File: config.mk
export PLATFORM = sky130hd
export DESIGN_NAME = boss_ctrl
export DESIGN_NICKNAME = d
export VERILOG_FILES = /design/src/rtl/boss_ctrl.sv
export SDC_FILE = /design/constraint.sdc
export NUM_CORES = 1
export LEC_CHECK = 0
export BUFFER_PORTS_ARGS = -buffer_cell sky130_fd_sc_hd__buf_2
export CORE_ASPECT_RATIO = 1.5
export CORE_MARGIN = 4
export CORE_UTILIZATION = 35
export DETAILED_ROUTE_END_ITERATION = 10
export PLACE_DENSITY_LB_ADDON = 0.25
export SYNTH_ARGS = -nofsm -noshare
export SYNTH_HDL_FRONTEND = slang
export SYNTH_SLANG_ARGS = --single-unit
File: constraint.sdc
create_clock -name clk_in -period 14.5 [get_ports clk_in]
set_input_delay 4.35 -clock clk_in [delete_from_list [all_inputs] [get_ports clk_in]]
set_output_delay 4.35 -clock clk_in [all_outputs]
set_load 0.02 [all_outputs]
File: src/rtl/boss_ctrl.sv
`default_nettype none
// ============================================================================
//  Module      : boss_ctrl
//  Description : Boss sprite controller. Handles entry descent, horizontal
//                sweeping, hit counting with immunity frames, a sticky second
//                phase, volley requests, the dying blink and the terminal
//                dead state. Also renders the sprite coverage and ROM address
//                for the current scan pixel.
//  Revision    : 1.0 - initial release
// ============================================================================
module boss_ctrl #(
    parameter int          SPR_W     = 64,
    parameter int          SPR_H     = 96,
    parameter int          MAX_X     = 384,
    parameter int          HOME_X    = 192,
    parameter int          HOME_Y    = 100,
    parameter int          HP_W      = 10,
    parameter int          HP_INIT   = 1000,
    parameter int          TICK_MAX  = 4000,
    parameter int          IFRAMES   = 8,
    parameter int          FIRE_DIV  = 32,
    parameter int          DIE_TICKS = 64,
    parameter logic [11:0] KEY_COLOR = 12'hCCC
) (
    input  logic                               reset,
    input  logic                               clk_in,
    input  logic [25:0]                        speed_offset,
    input  logic [9:0]                         x,
    input  logic [9:0]                         y,
    input  logic                               is_hit,
    input  logic [11:0]                        rom_data,
    output logic [$clog2(SPR_W*SPR_H)-1:0]     rom_addr,
    output logic [9:0]                         boss_x,
    output logic [9:0]                         boss_y,
    output logic                               boss_on,
    output logic [HP_W-1:0]                    health,
    output logic                               phase,
    output logic                               fire_req,
    output logic                               die
);

    localparam int C_AW     = $clog2(SPR_W*SPR_H);
    localparam int C_HALF_W = SPR_W / 2;
    localparam int C_HALF_H = SPR_H / 2;
    localparam int C_XMAX   = MAX_X - C_HALF_W;
    localparam int C_IF_W   = $clog2(IFRAMES + 1);
    localparam int C_FC_W   = $clog2(FIRE_DIV);
    localparam int C_DC_W   = ($clog2(DIE_TICKS) < 3) ? 3 : $clog2(DIE_TICKS);

    typedef enum logic [2:0] {
        ENTER   = 3'd0,
        SWEEP_R = 3'd1,
        SWEEP_L = 3'd2,
        DYING   = 3'd3,
        DEAD    = 3'd4
    } state_t;

    state_t              state_q, state_d;
    logic [25:0]         cnt_q, cnt_d;
    logic [9:0]          bx_q, bx_d;
    logic [9:0]          by_q, by_d;
    logic [HP_W-1:0]     health_q, health_d;
    logic [C_IF_W-1:0]   ifr_q, ifr_d;
    logic [C_FC_W-1:0]   fc_q, fc_d;
    logic [C_DC_W-1:0]   dc_q, dc_d;
    logic                phase_q, phase_d;
    logic                fire_q, fire_d;

    logic [25:0]         w_lim;
    logic                w_tick;
    logic                w_sweep;
    logic                w_hit;
    logic [9:0]          w_step;
    logic [C_FC_W-1:0]   w_div_m1;

    // Tick prescaler: period limit with clamp, counter halted once dead
    always_comb begin
        w_lim  = (speed_offset >= 26'(TICK_MAX - 1)) ? 26'd1 : (26'(TICK_MAX) - speed_offset);
        w_tick = (state_q != DEAD) && (cnt_q == w_lim);
        cnt_d  = cnt_q;
        if (state_q != DEAD) begin
            cnt_d = (cnt_q >= w_lim) ? 26'd0 : (cnt_q + 26'd1);
        end
    end

    // Hit acceptance and immunity window; runs every cycle, not only on tick
    always_comb begin
        w_sweep  = (state_q == SWEEP_R) || (state_q == SWEEP_L);
        w_hit    = is_hit && w_sweep && (ifr_q == '0);
        health_d = (w_hit && (health_q != '0)) ? (health_q - 1'b1) : health_q;
        if (w_hit) begin
            ifr_d = C_IF_W'(IFRAMES);
        end else if (ifr_q != '0) begin
            ifr_d = ifr_q - 1'b1;
        end else begin
            ifr_d = ifr_q;
        end
    end

    // Next-state logic for the FSM, position, phase and volley counter
    always_comb begin
        state_d  = state_q;
        bx_d     = bx_q;
        by_d     = by_q;
        phase_d  = phase_q;
        fc_d     = fc_q;
        dc_d     = dc_q;
        fire_d   = 1'b0;
        w_step   = phase_q ? 10'd2 : 10'd1;
        w_div_m1 = phase_q ? C_FC_W'(FIRE_DIV/2 - 1) : C_FC_W'(FIRE_DIV - 1);
        if (w_tick) begin
            // Phase decision uses the health seen at this tick; step uses the old phase
            phase_d = phase_q | (health_q <= HP_W'(HP_INIT/2));
            case (state_q)
                ENTER: begin
                    by_d = by_q + 10'd1;
                    if (by_q + 10'd1 == 10'(HOME_Y)) begin
                        state_d = SWEEP_R;
                    end
                end
                SWEEP_R, SWEEP_L: begin
                    if (health_q == '0) begin
                        state_d = DYING;
                        dc_d    = '0;
                    end else begin
                        if (state_q == SWEEP_R) begin
                            if ({1'b0, bx_q} + {1'b0, w_step} > 11'(C_XMAX)) begin
                                bx_d    = 10'(C_XMAX);
                                state_d = SWEEP_L;
                            end else begin
                                bx_d = bx_q + w_step;
                            end
                        end else begin
                            if ({1'b0, bx_q} < 11'(C_HALF_W) + {1'b0, w_step}) begin
                                bx_d    = 10'(C_HALF_W);
                                state_d = SWEEP_R;
                            end else begin
                                bx_d = bx_q - w_step;
                            end
                        end
                        if (phase_d != phase_q) begin
                            fc_d = '0;
                        end else if (fc_q == w_div_m1) begin
                            fc_d   = '0;
                            fire_d = 1'b1;
                        end else begin
                            fc_d = fc_q + 1'b1;
                        end
                    end
                end
                DYING: begin
                    if (dc_q == C_DC_W'(DIE_TICKS - 1)) begin
                        state_d = DEAD;
                    end else begin
                        dc_d = dc_q + 1'b1;
                    end
                end
                DEAD: begin
                    state_d = DEAD;
                end
                default: begin
                    state_d = ENTER;
                end
            endcase
        end
    end

    // State and datapath registers with asynchronous reset
    always_ff @(posedge clk_in or posedge reset) begin
        if (reset) begin
            state_q  <= ENTER;
            cnt_q    <= '0;
            bx_q     <= 10'(HOME_X);
            by_q     <= 10'(C_HALF_H);
            health_q <= HP_W'(HP_INIT);
            ifr_q    <= '0;
            fc_q     <= '0;
            dc_q     <= '0;
            phase_q  <= 1'b0;
            fire_q   <= 1'b0;
        end else begin
            state_q  <= state_d;
            cnt_q    <= cnt_d;
            bx_q     <= bx_d;
            by_q     <= by_d;
            health_q <= health_d;
            ifr_q    <= ifr_d;
            fc_q     <= fc_d;
            dc_q     <= dc_d;
            phase_q  <= phase_d;
            fire_q   <= fire_d;
        end
    end

    logic [10:0] w_x, w_y, w_bx, w_by, w_col, w_row;
    logic        w_cover;

    // Pixel coverage and ROM address; bounds rearranged to avoid subtraction wrap
    always_comb begin
        w_x     = {1'b0, x};
        w_y     = {1'b0, y};
        w_bx    = {1'b0, bx_q};
        w_by    = {1'b0, by_q};
        w_cover = (w_x + 11'(C_HALF_W) >= w_bx + 11'd1) && (w_x <= w_bx + 11'(C_HALF_W)) &&
                  (w_y + 11'(C_HALF_H) >= w_by + 11'd1) && (w_y <= w_by + 11'(C_HALF_H));
        w_col   = w_x + 11'(C_HALF_W) - 11'd1 - w_bx;
        w_row   = w_y + 11'(C_HALF_H) - 11'd1 - w_by;
        rom_addr = w_cover ? (C_AW'(w_col) + C_AW'(w_row) * C_AW'(SPR_W)) : '0;
        boss_on  = w_cover && (rom_data != KEY_COLOR) && (state_q != DEAD) &&
                   ((state_q != DYING) || !dc_q[2]);
    end

    assign boss_x   = bx_q;
    assign boss_y   = by_q;
    assign health   = health_q;
    assign phase    = phase_q;
    assign fire_req = fire_q;
    assign die      = (state_q == DEAD);

endmodule
`default_nettype wire

==> impl_metrics.toml, run 1 <==
[outcome]
outcome = "finished, final reports clean"

[worst_hold_path]
hold_class = "reg -> reg"
hold_path_depth = 1
holdPathEnd = "dc_q[5]$_DFFE_PP0P_"
hp-start = "dc_q[5]$_DFFE_PP0P_"

[yosys]
yosysWarnings = 0
synth-main-ff-cell = "dfrtp_1"
synthCells = 891
synthesis.area_mm2 = 0.00747
ys_types = 80
ys_seq_area_share_pct = 25.6
synth_edf_count = 0
synth-seq-cells = 76
synth.top_cell.area_share_pct = 22.1
netlist_top_cells_area = "dfrtp_1 (22%), ha_1 (17%), xnor2_1 (6.3%)"
synthArstFlopShare_pct = 100
avgSynthCellArea_um2 = 8.39
yosysTopAreaCell = "dfrtp_1"

[clocking]
htreeDepth = 3
cts-root-to-sink-buffers = 2
numCtsBuffers = 9
clk_latency_ns = 0.34
cts_setup_buffers = 0
cts_tree = "built"
clockRootBuffer = "clkbuf_16"
clkSinkCount = 76
cts_hold_buf = 0
cts_resized = 0
path_clk_slew_ns = 0.06

[worst_setup_path]
crit_family = "compound AO/OA/AOI/OAI gates"
crit_path_max_incr_delay_ns = 0.46
worst_setup_path_end_kind = "output port"
rr_worst_depth = 11
critPathBufInv = 3
r2r-start = "phase$_DFFE_PP0P_"
cp_cell_sequence = "buf_2 > ha_1 > inv_1 > fa_1 > nor2b_1 > o21ai_0 > nand2b_1 > a31oi_1 > nor4b_1 > nor2_1 > xor2_1 > ha_1 > a21o_1 > a21oi_1 > nor2b_1 > o21ai_0 > xnor2_1 > nor2_1 > buf_2"
cp-start-kind = "input port"
crit_fanout = 3
r2r-end = "state_q[0]$_DFFE_PP0P_"
arrival_ns = 7.64
critical_path.slowest_cell = "nor4b_1"
crit_type = "in -> out"
required_ns = 10.15
r2r_slack_ns = 11.30

[route]
dr.pass1.iters = 7
avgViaCountPerCell = 5.21
wl_per_cell_um = 15.0
drtIter0Drc = 235
vias = 6639
routed_wl_um = 19100
antenna_left = 0
drc = 0

[layout]
final_area_mm2 = 0.00858
area_growth_pct = 14.9
utilization_pct = 40.7
layout_common_cells = "buf_2 (107), ha_1 (104), nor2_1 (83), nand2_1 (71), dfrtp_1 (66)"
final_common_cell = "buf_2"
nets = 1172
drive_gt1_share_pct = 15.2
n_antenna_cell = 0

[sta]
finalSetupViolCount = 0
fmax_mhz = 83.4
relSlewSlack_pct = 24.8
max_slew.worst_pin.slew_ns = 1.12
period_share_pct = 82.7
setup_tns_ns = 0
rsz0062_at_grt = "no"
finClkSkew_ns = 0.00777
slew_viol_final = 0
period_minus_slack_ns = 11.99
hold_viol_final = 0

[die]
rows = 65
start_util_pct = 35.5
die_x_um = 127
coreArea_mm2 = 0.0211
top_level_ports = 108
dieHeight_um = 187
die_area_mm2 = 0.0238

[global_route]
grt.overflow.total = 0
use_met2_pct = 32.0
use_met1_pct = 17.1
grt.busiest_layer = "met2"
grt_max_degree = 68
use_met3_pct = 1.91
first_global_vias = 6789
grt_usage_pct = 16.3
antenna_found_initial = 0
grt_pass1_wl_um = 32100

[place]
place_area_mm2 = 0.00829
port_buffers = 107
dpl.hpwl_um = 15500
globalplace.congestion = 0.857

[power]
power_frac_clock_pct = 28.5
p_int_uw = 497
seqPwrFrac_pct = 38.4
switching_share_pct = 36.7
p_leak_nw = 3.97
ir_drop_v = 0.0000420
power_density_mw_per_mm2 = 91.4
comb_power_share_pct = 33.1
p_switching_uw = 288

[run]
max-cap-violations = 0
==> cell type report <==
type / instances / area, um2
Tap cell: 268 / 335
Timing Repair Buffer: 109 / 551
Inverter: 58 / 219
Clock inverter: 7 / 67.6
Sequential cell: 76 / 1910
Multi-Input combinational cell: 748 / 5270
Fill cell: 2149 / 12500
Clock buffer: 9 / 225
==> power by group through the flow <==
stage	Combinational [mW]	Clock (mW)	Sequential (mW)
2_1_floorplan	0.180	0	0.310
3_3_place_gp	0.259	0	0.304
3_5_place_dp	0.264	0	0.304
4_1_cts	0.265	0.233	0.301
5_1_grt	0.299	0.242	0.309
6_report	0.260	0.224	0.301
==> cell families (layout without fill, tap and decap cells) <==
group	after synthesis	count (layout)	synth area share, %
and+or+nand+nor	338	338	23.3
AOI/OAI and AO/OA	188	188	16.0
adders and majority gates	109	109	18.8
xor gates and xnor gates	98	98	11.6
buffers and inverters	80	183	4.52
DFF	76	76	25.6
other	1	14	0.0502
muxes	1	1	0.151
==> flip-flops by register name, indices dropped and copies added, names as in the netlist <==
signal	count
cnt_q	26
boss_x	10
boss_y	10
health	10
dc_q	6
fc_q	5
ifr_q	4
state_q	3
fire_req	1
phase	1
==> routing by layer <==
metal	vias up	share of wire, %
met5	-	0
li1	3401	-
met3	29	2.5
met4	0	2.5
met2	93	56
met1	3116	39
==> how the worst max path moves through the flow <==
stage	from	endpoint	slack, ns	depth (start not counted)
after global routing	x[1]	rom_addr[12]	2.23	16
after global placement	x[1]	rom_addr[11]	2.59	16
final	x[0]	rom_addr[12]	2.51	19
after CTS	x[1]	rom_addr[11]	2.54	16
after detailed placement	x[1]	rom_addr[12]	2.54	16
after floorplan	x[0]	rom_addr[12]	3.06	17
==> metrics by stage <==
| stage | cells | hold WS [ns] | power (mW) | setup slack, ns |
|---|---|---|---|---|
| final | 1275 | 0.491 | 0.784 | 2.51 |
| after detailed placement | 1259 | 0.485 | 0.568 | 2.54 |
| after global routing | 1275 | 0.525 | 0.849 | 2.23 |
| after floorplan | 904 | 0.448 | 0.489 | 3.06 |
| after CTS | 1275 | 0.497 | 0.800 | 2.54 |
| after global placement | 1259 | 0.481 | 0.563 | 2.59 |
==> worst register-to-register path: cells and delay by family, from the launching register on <==
kind            cells  cell delay (ns)
compound gates      2             0.72
fa+ha+maj           2             0.64
buf+inv             3             0.52
flops               1             0.50
simple gates        4             0.72
==> Yosys cell counts (3+ instances only) <==
cell type	number
nor2_1	84
nand3b_1	3
xnor2_1	54
dfrtp_1	66
nand2_1	71
nor4_1	12
o211ai_1	7
o21ai_0	60
a21oi_1	38
ha_1	104
buf_2	5
a31oi_1	8
nand2b_1	8
and3_1	18
o31ai_1	11
and4_1	3
a21o_1	14
fa_1	5
nand4_1	26
nor3b_1	4
buf_4	6
a211oi_1	7
and2_1	6
nand3_1	40
o22ai_1	3
nor4b_1	3
nor2b_1	12
nor3_1	27
inv_1	57
clkbuf_1	9
o21a_1	6
or3_1	4
dfstp_2	10
o221ai_1	4
xor2_1	43
No activity file was read; power rests on OpenSTA's default activity.
==> inputs of run 2 (changes only) <==
- clock period: 14.5 -> 10.7 ns (I/O delays scaled with it)
==> run 2 against run 1 <==
Net effect: final cell count is essentially flat; highest routed layer unchanged; worst setup slack got worse by 1.5 ns; largest cell class unchanged; critical path type unchanged; first-iteration DRC count down 11%.
==> impl_metrics.toml, run 2 (synthesis gave the netlist of run 1 again) <==
[outcome]
outcome = "finished, final reports clean"

[sta]
slew_viol_final = 0
setup_tns_ns = 0
finalSetupViolCount = 0
max_slew.worst_pin.slew_ns = 1.01
period_share_pct = 91.0
rsz0062_at_grt = "no"
relSlewSlack_pct = 32.9
fmax_mhz = 103
period_minus_slack_ns = 9.74
finClkSkew_ns = 0.00694
hold_viol_final = 0

[worst_setup_path]
crit_type = "in -> out"
arrival_ns = 6.53
r2r-start = "phase$_DFFE_PP0P_"
r2r-end = "state_q[0]$_DFFE_PP0P_"
crit_fanout = 3
required_ns = 7.49
worst_setup_path_end_kind = "output port"
cp-start-kind = "input port"
rr_worst_depth = 11
r2r_slack_ns = 7.49

[global_route]
grt_pass1_wl_um = 31700
first_global_vias = 6747
antenna_found_initial = 0
grt_max_degree = 77
grt.overflow.total = 0
grt_usage_pct = 16.1

[clocking]
htreeDepth = 3
clk_latency_ns = 0.34
cts-root-to-sink-buffers = 2
cts_tree = "built"
clockRootBuffer = "clkbuf_16"
cts_hold_buf = 0
cts_resized = 0
path_clk_slew_ns = 0.06
numCtsBuffers = 9
clkSinkCount = 76
cts_setup_buffers = 0

[layout]
final_area_mm2 = 0.00859
n_antenna_cell = 0
drive_gt1_share_pct = 15.2
regMostFlops = "cnt_q"
fin_cells = 1276
final_common_cell = "buf_2"
layout_common_cells = "buf_2 (107), ha_1 (104), nor2_1 (83), nand2_1 (71), dfrtp_1 (66)"
largest_register_ff_count = 26
area_growth_pct = 15.0
nets = 1173

[place]
globalplace.congestion = 0.851
place_inst = 1260
place_area_mm2 = 0.00830
port_buffers = 107
dpl.hpwl_um = 15500

[route]
avgViaCountPerCell = 5.23
drc = 0
vias = 6677
antenna_left = 0
wl_per_cell_um = 15.0
drtIter0Drc = 210
dr.pass1.iters = 4
top_layer = "met4"
wl_met1_um = 7550
wl_met2_um = 10600
routed_wl_um = 19100
met3_length_um = 488

[die]
rows = 65
die_x_um = 127
start_util_pct = 35.5
die_area_mm2 = 0.0238
top_level_ports = 108
dieHeight_um = 187
coreArea_mm2 = 0.0211

[power]
power.total_mw = 1.07
ir_drop_v = 0.0000855
p_leak_nw = 3.98
power_density_mw_per_mm2 = 124

[run]
max-cap-violations = 0

[worst_hold_path]
hp-start = "ifr_q[3]$_DFFE_PP0P_"
hold_class = "reg -> reg"
hold_path_depth = 1
holdPathEnd = "ifr_q[3]$_DFFE_PP0P_"
## run 2: cell types whose count changed in the layout (fill, tap and decap cells not counted)
cell        previous run  this run
clkinv_4               0         2
clkinvlp_4             3         1
buf_4                  2         3
clkbuf_1               0         1
clkinv_2               4         3
## run 2: how the worst max path moves through the flow
stage | end | depth (start not counted) | start | slack [ns]
floorplan | rom_addr[12] | 17 | x[0] | 1.54
global route | rom_addr[11] | 16 | x[1] | 0.72
global placement | rom_addr[12] | 16 | x[1] | 1.04
detailed placement | rom_addr[12] | 16 | x[1] | 1.01
CTS | rom_addr[11] | 16 | x[1] | 0.99
finish | rom_addr[11] | 16 | x[1] | 0.96
## run 2: layer usage
metal | vias up | GRT usage [%]
li1 | 3411 | -
met1 | 3148 | 16.8
met2 | 89 | 32.0
met3 | 29 | 1.89
met4 | 0 | 5.70
met5 | - | 0
## run 2: report_power, final
group	leakage, nW	switching [mW]	total (mW)	internal [mW]
combinational	2.88	0.204	0.356	0.152
clock	0.142	0.124	0.304	0.181
sequential	0.955	0.0642	0.407	0.342
## run 2: critical path: stages
cell     delay [ns]
buf_2          0.12
ha_1           0.33
a21o_1         0.19
a21oi_1        0.20
o21ai_0        0.18
nor4_1         0.49
nor3_1         0.15
xnor2_1        0.29
ha_1           0.29
a21o_1         0.18
a21o_1         0.19
a21o_1         0.18
a21oi_1        0.16
xor2_1         0.15
nor2_1         0.06
buf_2          0.15
## run 2: area by class of cell
type | count | area (um2)
Clock buffer | 10 | 229
Clock inverter | 6 | 65.1
Fill cell | 2175 | 12500
Inverter | 58 | 219
Multi-Input combinational cell | 748 | 5270
Sequential cell | 76 | 1910
Tap cell | 268 | 335
Timing Repair Buffer | 110 | 558
## run 2: through the flow
stage               util [%]  setup slack, ns  hold slack [ns]
floorplan                  -             1.54            0.448
global placement        39.4             1.04            0.473
detailed placement      39.4             1.01            0.488
CTS                     40.8            0.989            0.499
global route            40.8            0.719            0.513
finish                  40.8            0.958            0.495
==> inputs of run 3 (changes only) <==
- CELL_PAD_IN_SITES_DETAIL_PLACEMENT: not set -> 0
- CELL_PAD_IN_SITES_GLOBAL_PLACEMENT: not set -> 1
- SKIP_LAST_GASP: not set -> 1
==> run 3 against run 2 <==
Net effect: combinational power fell by 1%; final area barely moved; via count rose by 0.75%; global-route usage rose by 0.47 points; critical path type unchanged; largest power group unchanged.
==> impl_metrics.toml, run 3 (synthesis gave the netlist of run 1 again) <==
[outcome]
outcome = "finished, final reports clean"

[sta]
slew_viol_final = 0
hold_viol_final = 0
rsz0062_at_grt = "no"
period_minus_slack_ns = 9.67
relSlewSlack_pct = 32.0
finClkSkew_ns = 0.0102
finalSetupViolCount = 0
whs_ns = 0.495
fmax_mhz = 103
max_slew.worst_pin.slew_ns = 1.02
setup_tns_ns = 0
period_share_pct = 90.4

[clocking]
path_clk_slew_ns = 0.06
cts_setup_buffers = 0
cts_tree = "built"
clockRootBuffer = "clkbuf_16"
cts_hold_buf = 0
htreeDepth = 3
numCtsBuffers = 9
clk_latency_ns = 0.34
cts_resized = 0
cts-root-to-sink-buffers = 2
clkSinkCount = 76

[worst_setup_path]
cp_cell_sequence = "buf_2 > ha_1 > a21o_1 > a21oi_1 > o21ai_0 > nor4_1 > nor3_1 > xnor2_1 > ha_1 > a21o_1 > a21o_1 > a21o_1 > a21oi_1 > xor2_1 > nor2_1 > buf_2"
arrival_ns = 6.46
required_ns = 7.49
cp-start-kind = "input port"
rr_worst_depth = 11
crit_type = "in -> out"
cp_common_cell = "a21o_1"
r2r-start = "phase$_DFFE_PP0P_"
crit_path_max_incr_delay_ns = 0.42
crit_fanout = 3
critical_path.slowest_cell = "nor4_1"
r2r-end = "state_q[0]$_DFFE_PP0P_"
r2r_slack_ns = 7.49
crit_family = "compound AO/OA/AOI/OAI gates"
worst_setup_path_end_kind = "output port"
critPathBufInv = 2

[route]
drtIter0Drc = 231
drc = 0
antenna_left = 0
dr.pass1.iters = 5
routed_wl_um = 19500
avgViaCountPerCell = 5.27
vias = 6727
wl_per_cell_um = 15.3

[layout]
nets = 1174
fin_cells = 1277
drive_gt1_share_pct = 15.3
n_fill_cell = 2215
layout_common_cells = "buf_2 (107), ha_1 (104), nor2_1 (83), nand2_1 (71), dfrtp_1 (66)"
n_antenna_cell = 0
largest_register_ff_count = 26
area_growth_pct = 15.1
regMostFlops = "cnt_q"
final_common_cell = "buf_2"

[place]
port_buffers = 107
globalplace.congestion = 0.805
place_inst = 1261
dpl.hpwl_um = 15700

[die]
die_area_mm2 = 0.0238
start_util_pct = 35.5
coreArea_mm2 = 0.0211
die_x_um = 127
top_level_ports = 108
rows = 65
dieHeight_um = 187

[run]
max-cap-violations = 0

[worst_hold_path]
hold_path_depth = 1
hp-start = "ifr_q[3]$_DFFE_PP0P_"
hold_class = "reg -> reg"
holdPathEnd = "ifr_q[3]$_DFFE_PP0P_"

[power]
power_density_mw_per_mm2 = 124
power.total_mw = 1.07
p_leak_nw = 3.98
ir_drop_v = 0.0000732

[global_route]
antenna_found_initial = 0
grt_usage_pct = 16.6
grt.overflow.total = 0
grt_pass1_wl_um = 33000
first_global_vias = 6832
grt_max_degree = 77
[run 3: cell count changes in the layout (fill, tap and decap cells not counted), sizes merged]
| cell | delta |
|---|---|
| clkinv | -2 |
| buf | +1 |
| clkinvlp | +1 |
| inv | +1 |
[run 3: worst max path at each step]
stage / start / end / cells past startpoint / slack, ns
global placement: x[1] / rom_addr[11] / 16 / 1.06
floorplan: x[0] / rom_addr[12] / 17 / 1.54
finish: x[1] / rom_addr[11] / 16 / 1.03
global route: x[0] / rom_addr[12] / 19 / 0.71
CTS: x[1] / rom_addr[11] / 16 / 1.00
detailed placement: x[1] / rom_addr[11] / 16 / 1.01
[run 3: final cells by class]
type                       instances  area, um2  share of cell area, %
clock buffer                      10        229                   2.66
clock inverter                     6       63.8                  0.742
inverter                          58        219                   2.55
multi-input combinational        748       5270                   61.3
sequential                        76       1910                   22.3
tap                              268        335                   3.90
timing repair buffer             111        566                   6.58
[run 3: through the flow]
step	area, um2	setup slack (ns)	utilization [%]
6_report	8600	1.03	40.8
5_1_grt	8600	0.709	40.8
3_3_place_gp	8310	1.06	39.4
3_5_place_dp	8310	1.01	39.4
4_1_cts	8600	1.00	40.8
2_1_floorplan	7520	1.54	-
[run 3: routing by layer]
metal / vias up / track usage [%] / part of all wire [%]
met3: 19 / 1.54 / 2.1
met5: - / 0 / 0
met1: 3213 / 18.5 / 41
met2: 88 / 32.4 / 55
li1: 3407 / - / -
met4: 0 / 4.95 / 1.9
[run 3: worst register-to-register path, cell delays in order (launching register included)]
cell	delay (ns)
dfrtp_1	0.49
inv_1	0.25
ha_1	0.20
inv_1	0.05
fa_1	0.43
inv_1	0.21
nor2_1	0.06
o41a_1	0.32
a311o_1	0.42
nand2_2	0.20
nor2_1	0.10
or3_1	0.37
[run 3: where the power goes]
part | switching, mW | internal (mW)
registers | 0.0669 | 0.342
logic | 0.200 | 0.152
clock network | 0.127 | 0.181
